## src/rtl/di_latency_terminal.sv

```systemverilog
// di_latency_terminal: di-bus endpoint with NUM_CH auto-incrementing counter
// channels. Each channel stalls the host via rdwr_ready for a programmable
// number of cycles. Wait, count and unmapped registers complete with no stall.
// The read data bus is forced to zero for other endpoints, so several
// terminals can share one OR-combined bus.
module di_latency_terminal #(
    parameter logic [15:0] EP_ADDR      = 16'h0000,
    parameter int unsigned NUM_CH       = 4,
    parameter int unsigned DATA_WIDTH   = 16,
    parameter int unsigned WAIT_BITS    = 4,
    parameter int unsigned DEFAULT_WAIT = 7
) (
    input  logic        if_clock,
    input  logic        resetb,
    input  logic        diReset,
    input  logic [15:0] diEpAddr,
    input  logic [15:0] diRegAddr,
    input  logic [15:0] diRegDataIn,
    input  logic        diWrite,
    input  logic        diRead,
    output logic [15:0] diRegDataOut,
    output logic        rdwr_ready
);

    localparam int unsigned CH_W     = (NUM_CH > 1) ? $clog2(NUM_CH) : 1;
    localparam logic [15:0] CH_END   = 16'(NUM_CH);
    localparam logic [15:0] WAIT_END = 16'(2 * NUM_CH);
    localparam logic [15:0] CNT_ADDR = WAIT_END;

    typedef enum logic {
        ST_IDLE,
        ST_WAIT
    } state_t;

    state_t                  state_q;
    logic                    rdy_q;
    logic [15:0]             txn_q;
    logic [WAIT_BITS-1:0]    wcnt_q;
    logic [CH_W-1:0]         ch_q;
    logic                    wr_q;
    logic [DATA_WIDTH-1:0]   wdata_q;
    logic [DATA_WIDTH-1:0]   count_q [NUM_CH];
    logic [DATA_WIDTH-1:0]   hold_q  [NUM_CH];
    logic [WAIT_BITS-1:0]    wait_q  [NUM_CH];

    logic [15:0]             txn_d;
    logic [WAIT_BITS-1:0]    wcnt_d;

    logic                    ep_hit;
    logic                    strobe;
    logic                    is_chan;
    logic                    is_wait;
    logic                    is_cnt;
    logic [CH_W-1:0]         chan_idx;
    logic [CH_W-1:0]         wait_idx;

    // Address decode of the live bus and next values of the free-running counters
    always_comb begin
        ep_hit   = (diEpAddr == EP_ADDR);
        strobe   = ep_hit && (diRead || diWrite);
        is_chan  = (diRegAddr < CH_END);
        is_wait  = (diRegAddr >= CH_END) && (diRegAddr < WAIT_END);
        is_cnt   = (diRegAddr == CNT_ADDR);
        chan_idx = CH_W'(diRegAddr);
        wait_idx = CH_W'(diRegAddr - CH_END);
        txn_d    = txn_q + 16'd1;
        wcnt_d   = wcnt_q + WAIT_BITS'(1);
    end

    // Read mux: zero unless this endpoint is addressed at a mapped register
    always_comb begin
        diRegDataOut = '0;
        if (ep_hit) begin
            if (is_chan) begin
                diRegDataOut = 16'(hold_q[chan_idx]);
            end else if (is_wait) begin
                diRegDataOut = 16'(wait_q[wait_idx]);
            end else if (is_cnt) begin
                diRegDataOut = txn_q;
            end
        end
    end

    // Transaction FSM: accept in IDLE, stall in WAIT, commit counter update on completion
    always_ff @(posedge if_clock) begin
        if (!resetb || diReset) begin
            state_q <= ST_IDLE;
            rdy_q   <= 1'b0;
            txn_q   <= '0;
            wcnt_q  <= '0;
            ch_q    <= '0;
            wr_q    <= 1'b0;
            wdata_q <= '0;
            for (int unsigned i = 0; i < NUM_CH; i++) begin
                count_q[i] <= '0;
                hold_q[i]  <= '0;
                // the soft reset keeps the programmed wait settings
                if (!resetb) begin
                    wait_q[i] <= WAIT_BITS'(DEFAULT_WAIT);
                end
            end
        end else begin
            case (state_q)
                ST_IDLE: begin
                    rdy_q <= 1'b1;
                    if (strobe) begin
                        if (is_chan) begin
                            // snapshot the request so later bus changes cannot disturb it
                            ch_q    <= chan_idx;
                            wr_q    <= diWrite;
                            wdata_q <= DATA_WIDTH'(diRegDataIn);
                            wcnt_q  <= '0;
                            state_q <= ST_WAIT;
                            rdy_q   <= 1'b0;
                        end else if (is_wait) begin
                            if (diWrite) begin
                                wait_q[wait_idx] <= WAIT_BITS'(diRegDataIn);
                            end
                            txn_q <= txn_d;
                        end else if (is_cnt) begin
                            txn_q <= txn_d;
                        end
                    end
                end
                ST_WAIT: begin
                    if (wcnt_q == wait_q[ch_q]) begin
                        if (wr_q) begin
                            count_q[ch_q] <= wdata_q;
                        end else begin
                            hold_q[ch_q]  <= count_q[ch_q];
                            count_q[ch_q] <= count_q[ch_q] + DATA_WIDTH'(1);
                        end
                        txn_q   <= txn_d;
                        state_q <= ST_IDLE;
                        rdy_q   <= 1'b1;
                    end else begin
                        wcnt_q <= wcnt_d;
                    end
                end
            endcase
        end
    end

    assign rdwr_ready = rdy_q;

endmodule

```

## config.mk

```make
export PLATFORM = sky130hd
export DESIGN_NAME = di_latency_terminal
export DESIGN_NICKNAME = d
export VERILOG_FILES = /design/src/rtl/di_latency_terminal.sv
export SDC_FILE = /design/constraint.sdc
export NUM_CORES = 1
export LEC_CHECK = 0
export ABC_AREA = 1
export CAP_MARGIN = 15
export CORE_MARGIN = 4
export CORE_UTILIZATION = 40
export CTS_CLUSTER_DIAMETER = 60
export DETAILED_ROUTE_END_ITERATION = 7
export PLACE_DENSITY_LB_ADDON = 0.12
export SETUP_SLACK_MARGIN = 0.3
export SYNTH_ARGS = -nofsm -noshare
export SYNTH_HDL_FRONTEND = slang
export SYNTH_SLANG_ARGS = --single-unit
```

## constraint.sdc

```tcl
create_clock -name if_clock -period 3.7 [get_ports if_clock]
set_input_delay 0.74 -clock if_clock [delete_from_list [all_inputs] [get_ports if_clock]]
set_output_delay 0.74 -clock if_clock [all_outputs]
set_load 0.1 [all_outputs]
```

==> results.tsv <==
metric	value	unit
startpoint types	primary input	
post-DR wirelength/cell	17.12	um
GRT Total Usage	19.87	%
clock-pin slew on the worst setup and hold paths	0.07	ns
r2r setup slk	0.77	ns
RSZ-0062 raised after global routing	false	
first drt pass iteration count	5	
Setup TNS Final	0	ns
Yosys top cell area share	44.40	%
Rows	56	
Crit Path Max Fanout	13	
largest net degree at the start of global routing	44	
CP Capture Type	output pin	
Die Wd	164.0	um
status	complete, no violations	
final critical-path share of the clock period	90.72	%
DR vias/cell	5.132	
final WL	26400	um
Final Wtd Congestion	0.8803	
Congestion Overflow GR	0	
number of cells on the worst reg-to-reg path	14	
synthesis-to-finish area growth	21.03	%
synthesized flop and latch total	187	
Synth Instances	1140	
CP Class	in -> out	
critical path data required time	2.96	ns
Final Power	4471	uW
Distinct cells, synth	42	
ys async rst share	0	%
Root Buffer	clkbuf_16	
Tmin final	3.357	ns
area of the die	26910	sq um
Avg Inst Size Synth	8.543	sq um
number of antenna diodes	0	
via count	7914	
Area contributors post-synth	edfxtp_1, nand2_1, dfxtp_1	
die height	164.0	um
CTS tree	done	
HP Class	reg -> reg	
# clock sinks	187	
peak supply drop	0.2694	mV
Slew Viols, Final	0	
fin util	49.77	%
final setup fails	0	
sequential cell area fraction in the yosys report	53.24	%
Slew headroom	35.72	%
Final #Nets	1266	
post-DP HPWL	18210	um
clock skew	0.01427	ns
first-pass GRT wire length	41300	um
fmax	0.2979	GHz
Max Root-Sink Buffers	2	
layout cells sized above 1	14.47	%
number of synthesized flops with an enable pin	144	
Hold Path Depth	2	
initial antenna violation count	0	
final hold viol count	0	
Clock Latency Late Sink	0.43	ns
Netlist Area Pre-Place	9739	sq um
drt first-iter violations	559	
r2r endpoint	count_q[1][10]	
H-tree Lvls	4	
Leakage Power	0.004589	uW
Initial Util	41.12	%
Tightest Pin Transition	0.9613	ns
Buffers on Ports	69	
CP arrival	2.62	ns
max-cap violation count	0	
IO Count	70	
start point of the critical path	diRegAddr[1]	
TritonCTS Buffers	17	
Antenna Nets Post-Route	0	
post-synthesis net count	1196	
Top FF cell, synth	edfxtp_1	
post-synth top area cell	edfxtp_1	
DRC	0	
PwrDens	379.3	nW/um^2
critical path endpoint	diRegDataOut[7]	
YS warnings	0	
vias in the first global route	7536	
Core Area	23680	sq um
## how the worst min path moves through the flow
stage | startpoint | to
floorplan | wdata_q[10] | wdata_q[10]
global placement | wdata_q[11] | wdata_q[11]
detailed placement | wdata_q[11] | wdata_q[11]
CTS | wdata_q[11] | wdata_q[11]
global route | wdata_q[7] | wdata_q[7]
finish | wdata_q[11] | wdata_q[11]
## critical path, stage by stage
cell	delay, ns
clkdlybuf4s50_1	0.48
nor2_1	0.13
inv_1	0.10
nor3_2	0.19
nand3_1	0.11
buf_6	0.18
nor3_2	0.26
a31oi_1	0.11
nor2_4	0.13
buf_12	0.18
## where the power goes
part | total (uW) | switching [uW] | internal, uW
combinational | 258 | 156 | 101
clock | 1890 | 869 | 1020
sequential | 2330 | 16.6 | 2310
## final cells by class
class | instances | area (sq um)
clock inverters | 13 | 147.6
repair buffers | 105 | 1165
clock buffers | 19 | 464.2
fillers | 2340 | 11900
well taps | 319 | 399.1
inverters | 101 | 382.9
multi-input cells | 798 | 4044
flip-flops and latches | 187 | 5185
## cell usage after synthesis (5+ instances only)
master / instances
nand2_2: 11
buf_1: 5
nand3_1: 77
nand3b_1: 5
nor2_1: 201
nor2_2: 11
o21ai_0: 37
xor2_1: 16
nand3_2: 6
buf_6: 6
nor3_1: 22
inv_1: 96
a31oi_1: 16
edfxtp_1: 144
nand2_1: 285
a21oi_1: 42
dfxtp_1: 43
nand2_4: 21
nand4_1: 7
clkbuf_1: 27
buf_2: 12
## sequential cells by signal (all words and copies together) (netlist names), named ones only
| signal | flops |
|---|---|
| ch_q | 2 |
| wcnt_q | 4 |
| hold_q | 64 |
| txn_q | 16 |
| state_q | 1 |
| wdata_q | 16 |
| count_q | 64 |
| wr_q | 1 |
| wait_q | 16 |
| rdwr_ready | 1 |
## through the flow
stage / hold slack (ns) / setup slack (ns) / cell area, sq um / std cells
after CTS: 0.4550 / 0.3203 / 11710 / 1542
final: 0.4519 / 0.3433 / 11790 / 1542
after detailed placement: 0.4448 / 0.1760 / 11080 / 1510
after floorplan: 0.4297 / 0.2975 / 9814 / 1140
after global routing: 0.4773 / 0.2725 / 11790 / 1542
after global placement: 0.4407 / 0.1938 / 11080 / 1510
## per-layer routing
layer	global-route usage (%)	wire length, um
met4	5.719	520
met2	33.99	13070
met1	25.93	11510
met3	3.563	1295
met5	0	0
## what timing repair did
item	4_1_cts	5_1_grt
hold buffers	0	0
gates resized for setup	5	16
endpoints found under the setup margin	7	16
buffers inserted	0	0
## cell families after synthesis
group / after synthesis / share of synthesized area [%]
buffers and inverters: 155 / 7.002
XOR/XNOR: 16 / 1.439
AO/OA/AOI/OAI: 111 / 6.488
multiplexers: 1 / 0.1028
adder cells (fa/ha/maj): 3 / 0.3854
flip-flops: 187 / 53.24
AND/OR/NAND/NOR: 667 / 31.35
## cells in the final DEF, fill, tap and decap left out, types with 3 or more instances in the layout
cell,count
a211oi_1,4
a21oi_1,42
a31oi_1,15
a32o_1,4
buf_12,19
buf_4,31
clkbuf_16,18
clkdlybuf4s50_1,52
clkinv_4,3
dfxtp_1,43
edfxtp_1,144
ha_1,3
inv_1,96
inv_8,4
nand2_1,285
nand2_2,11
nand2_4,21
nand3_1,76
nand3_2,7
nand3b_1,5
nand4_1,7
nor2_1,187
nor2_2,16
nor2_4,13
nor3_1,13
nor3_2,8
nor4_1,3
o211ai_1,3
o21ai_0,34
o21ai_1,3
o221ai_1,4
or2_2,3
xor2_1,16
Note: power is estimated with default switching activity, not from simulation.
